`config.mk`:
```
export PLATFORM = sky130hd
export DESIGN_NAME = mem_dump_reader
export DESIGN_NICKNAME = d
export VERILOG_FILES = /design/src/rtl/mem_dump_reader.sv
export SDC_FILE = /design/constraint.sdc
export NUM_CORES = 1
export LEC_CHECK = 0
export ABC_CLOCK_PERIOD_IN_PS = 4800
export CORE_ASPECT_RATIO = 0.75
export CORE_MARGIN = 3
export CORE_UTILIZATION = 50
export CTS_BUF_LIST = sky130_fd_sc_hd__clkbuf_4
export DETAILED_ROUTE_END_ITERATION = 8
export HOLD_SLACK_MARGIN = 0.06
export MAX_ROUTING_LAYER = met4
export PLACE_DENSITY_LB_ADDON = 0.1
export SLEW_MARGIN = 5
export SYNTH_ARGS = -nofsm -noshare
export SYNTH_HDL_FRONTEND = slang
export SYNTH_SLANG_ARGS = --single-unit
```
`constraint.sdc`:
```
create_clock -name clk -period 4.8 [get_ports clk]
set_input_delay 0.96 -clock clk [delete_from_list [all_inputs] [get_ports clk]]
set_output_delay 0.96 -clock clk [all_outputs]
set_load 0.1 [all_outputs]
```
`src/rtl/mem_dump_reader.sv`:
```
// mem_dump_reader: scans a memory word by word and shows address/data on 7-segment digits.
// Define MEM_DUMP_WRAP_EN to make the scan wrap to address 0 forever instead of ending at the last word.
module mem_dump_reader #(
  parameter int ADDR_W      = 4,
  parameter int DATA_W      = 8,
  parameter int HOLD_CYCLES = 50000000
) (
  input  logic              clk,
  input  logic              rst_n,
  input  logic              start,
  input  logic              stop,
  input  logic              step,
  input  logic              auto_mode,
  output logic              rd,
  output logic [ADDR_W-1:0] address,
  input  logic [DATA_W-1:0] data_out,
  output logic [DATA_W-1:0] cur_data,
  output logic              busy,
  output logic              done,
  output logic [7:0]        hex_addr,
  output logic [7:0]        hex_hi,
  output logic [7:0]        hex_lo
);
`ifdef MEM_DUMP_WRAP_EN
  localparam bit WRAP = 1'b1;
`else
  localparam bit WRAP = 1'b0;
`endif
  localparam int CNT_W = $clog2(HOLD_CYCLES + 1);
  localparam logic [CNT_W-1:0] HOLD_CNT = CNT_W'(HOLD_CYCLES);
  typedef enum logic [2:0] {IDLE, ISSUE, CAPTURE, HOLD, FINISH} state_t;
  state_t state, next;
  logic [2:0] sync0, sync1, prev, edges;
  logic [CNT_W-1:0] cnt;
  logic shown, hold_exit, last;
  // edges bit order: {step, stop, start}
  assign edges = sync1 & ~prev;
  assign last = &address;
  assign hold_exit = (state == HOLD) && (auto_mode ? cnt >= HOLD_CNT : edges[2]);
  assign rd = state == ISSUE;
  assign busy = state != IDLE;
  always_comb begin
    next = state;
    if (state != IDLE && edges[1]) next = IDLE;
    else
      case (state)
        IDLE:    next = (edges[0] && !edges[1]) ? ISSUE : IDLE;
        ISSUE:   next = CAPTURE;
        CAPTURE: next = HOLD;
        HOLD:    next = hold_exit ? ((last && !WRAP) ? FINISH : ISSUE) : HOLD;
        default: next = IDLE;
      endcase
  end
  always_ff @(posedge clk or negedge rst_n) begin
    if (!rst_n) begin
      sync0    <= '0;
      sync1    <= '0;
      prev     <= '0;
      state    <= IDLE;
      address  <= '0;
      cur_data <= '0;
      cnt      <= '0;
      done     <= 1'b0;
      shown    <= 1'b0;
    end else begin
      sync0    <= {step, stop, start};
      sync1    <= sync0;
      prev     <= sync1;
      state    <= next;
      address  <= (state == IDLE && next == ISSUE) ? '0 :
                  (hold_exit && next == ISSUE) ? address + 1'b1 : address;
      cur_data <= (state == CAPTURE) ? data_out : cur_data;
      cnt      <= (state == CAPTURE) ? '0 :
                  (state == HOLD && auto_mode && cnt < HOLD_CNT) ? cnt + 1'b1 : cnt;
      done     <= hold_exit && last && next != IDLE;
      shown    <= shown | (state == IDLE && next == ISSUE);
    end
  end
  function automatic logic [7:0] seg(input logic [3:0] v);
    case (v)
      4'h0: seg = 8'hC0;
      4'h1: seg = 8'hF9;
      4'h2: seg = 8'hA4;
      4'h3: seg = 8'hB0;
      4'h4: seg = 8'h99;
      4'h5: seg = 8'h92;
      4'h6: seg = 8'h82;
      4'h7: seg = 8'hF8;
      4'h8: seg = 8'h80;
      4'h9: seg = 8'h90;
      4'hA: seg = 8'h88;
      4'hB: seg = 8'h83;
      4'hC: seg = 8'hC6;
      4'hD: seg = 8'hA1;
      4'hE: seg = 8'h86;
      default: seg = 8'h8E;
    endcase
  endfunction
  assign hex_addr = shown ? seg(address[3:0]) : 8'hFF;
  assign hex_hi   = shown ? seg(cur_data[7:4]) : 8'hFF;
  assign hex_lo   = shown ? seg(cur_data[3:0]) : 8'hFF;
endmodule

```
==> impl_metrics.toml <==
[placed_design]
placed_cell_area_mm2 = 0.00372
place_congestion = 0.912
placed_instances = 455
place.port_buffers = 49
dp_hpwl_um = 4860
post-place-ws_ns = 1.32

[critical_path]
endpoint_kind = "output port"
wp_buf_inv = 2
timing.critical_path.arrival_ns = 2.91
critical_path.max_stage_delay_ns = 1.14
worst-path-max-fanout = 10
worst_path_dominant_cell_family = "buffers and inverters"
worst_setup_path_start_kind = "flip-flop"
worst-r2r-setup-slack_ns = 2.54
reg2regPathDepth = 6
critical_path.slowest_cell = "clkdlybuf4s50_1"
worstSetupPathType = "flip-flop to output port"
cp_cell_sequence = "inv_1, ha_1, a21oi_1, o21ai_0, nand2_1, clkdlybuf4s50_1"
timing.rr.end = "cnt[23]"
crit-reg2reg-launch = "cnt[12]"
timing.critical_path.required_ns = 3.84

[sta]
rsz_0062_raised_after_global_routing = "false"
clock_skew_ns = 0.0246
layout_worst_path_cycle_share_pct = 80.6
worst_slew_pin_slew_ns = 1.02
timing_max_transition_violations_final = 0
max_freq_mhz = 258
totalNegativeSetupSlack_ns = 0
pnr_worst_setup_slack_ns = 0.930
setup_viol_count_final = 0
slew_headroom_pct = 31.9
period_needed_ns = 3.87
timing.final.hold_violations = 0

[floorplanning]
die_height_um = 75.1
die_area_mm2 = 0.00736
die_width_um = 98.1
core_area_mm2 = 0.00598
io_pins = 53
std_cell_rows = 24
floorplan.initialDensity_pct = 53.2

[synthesis]
main_combinational_cell_family_by_area_after_synthesis = "simple AND/OR/NAND/NOR gates"
cell_count_after_synthesis = 340
area_share_of_xor_xnor_cells_in_the_synthesized_design_pct = 6.06
synthesis.area_per_instance_um2 = 9.35
synth.top_cells.by_area = "dfrtp_1, ha_1, xor2_1"
synth_enable_flop_cells = 0
yosysSeqAreaShare_pct = 40.9
postSynthRegisterBits = 52
post_synth_mux_area_share_pct = 4.41
synth_async_sr_flop_share_pct = 100
count_of_unique_library_cells_instantiated_by_yosys = 50
cell_accounting_for_the_most_synthesized_area = "dfrtp_1"
yosys_most_used_dff = "dfrtp_1"
synth_fa_ha_area_share_pct = 7.87
yosysWarnings = 0
synth_top_cell_area_share_pct = 40.9
synth_compound_gate_area_share_pct = 14.6
synth-simple-area-share_pct = 21.2
netlist_area_mm2 = 0.00318

[layout]
multiInputGateArea_mm2 = 0.00174
reg_area_mm2 = 0.00130
final_design_area_no_fill_mm2 = 0.00381
count_of_antenna_diodes_in_the_layout = 0
stdcell_count = 463
layout.cells.most_common = "dfrtp_1"
final_cell_mix = "dfrtp_1, clkdlybuf4s50_1, nor2_1"
nets = 418
num-fill-cells = 509
layout-area-overhead-vs-synth_pct = 19.7
drive_above_1_share_pct = 8.57

[grt]
grt_antenna_before_repair = 0
grt_pass1_vias = 2331
grt_resource_usage_total_pct = 19.9
global_route_wire_length_before_repair_um = 11600
largest_net_degree_at_the_start_of_global_routing = 53
grt-ovfl-total = 0

[drt]
drt.antenna.violating_nets = 0
detail_route.vias_per_cell = 5.50
wl_per_cell_um = 14.7
drc = 0
drt-initial-drc-count = 85
routed-via-count = 2547
firstDrtPassIters = 4
wirelength_um = 6790

[hold_path]
hold_start = "sync0[1]"
hold_path_stages = 0
min_path_type = "flip-flop to flip-flop"
hold_end = "sync1[1]"

[clock_network]
worst_setup_hold_path_clk_slew_ns = 0.15
cts_htree_levels = 2
clock_insertion_delay_worst_skew_ns = 0.38
cts_hold_buffers = 0
number_of_clock_buffers_inserted_by_tritoncts = 5
max-clock-path-buffers = 2
tritoncts = "done"
post_cts.repair.setup_buffers = 0
cts-root-buf = "clkbuf_4"
cts_num_sinks = 52
postCtsResizedCells = 0

[run]
max_cap_viols = 0

[status]
outcome = "finished, final reports clean"
routing by layer:
| metal | vias to the layer above | share of wire, % | track usage (%) |
|---|---|---|---|
| met1 | 1204 | 52 | 30.3 |
| met2 | 63 | 41 | 27.5 |
| met4 | 0 | 0.50 | 3.69 |
| li1 | 1275 | - | - |
| met3 | 5 | 5.5 | 4.07 |
| met5 | - | 0 | - |
worst max-delay path by stage:
stage / depth (start not counted) / to / start
after floorplan: 3 / hex_lo[4] / cur_data[0]
after global placement: 6 / hex_addr[3] / address[0]
after detailed placement: 6 / hex_addr[3] / address[0]
after CTS: 6 / hex_addr[3] / address[0]
after global routing: 6 / hex_addr[3] / address[0]
final: 6 / hex_addr[3] / address[0]
sequential cells by signal (all words and copies together) (netlist names):
register,cells
state,3
cnt,26
sync0,3
cur_data,8
shown,1
done,1
address,4
sync1,3
prev,3
area by class of cell:
class,instances,share of cell area [%]
multi-input combinational,252,45.6
sequential,52,34.2
timing repair buffer,53,13.5
tap,78,2.56
inverter,20,1.97
clock buffer,6,1.18
clock inverter,2,1.02
Yosys cell counts, types with 2 or more instances:
cell	instances
dfrtp_1	52
xnor2_1	2
a41o_1	2
xor2_1	20
buf_2	2
nor3_1	2
nand2b_1	5
nor4bb_1	2
mux2_2	4
and4_2	4
nand2_1	29
nor2b_1	3
and3_1	6
ha_1	20
nand4_1	10
mux2i_1	5
clkbuf_1	12
o211ai_1	13
o21a_1	4
o21ai_0	21
nand3_1	22
inv_1	20
a21boi_0	2
buf_4	3
or3_1	2
nor3b_1	3
a21oi_1	10
o31ai_1	2
nand2_2	2
mux4_2	2
a31oi_1	2
nor2_1	34
per-stage QoR:
step	utilization (%)	hold slack, ns
after floorplan	-	0.331
after global placement	62.3	0.334
after detailed placement	62.3	0.336
after CTS	63.7	0.370
after global routing	63.7	0.382
final	63.7	0.369
kinds of logic (layout without fill, tap and decap cells):
| kind of cell | Yosys count | after routing |
|---|---|---|
| AO/OA/AOI/OAI | 65 | 65 |
| XOR/XNOR | 22 | 22 |
| adder cells (fa/ha/maj) | 20 | 20 |
| buffers and inverters | 38 | 81 |
| flip-flops | 52 | 52 |
| multiplexers | 11 | 11 |
| other | 1 | 3 |
| AND/OR/NAND/NOR | 131 | 131 |
Power is not shown: default switching activity piles up to over one toggle a cycle in this logic, so the estimate is an artifact.
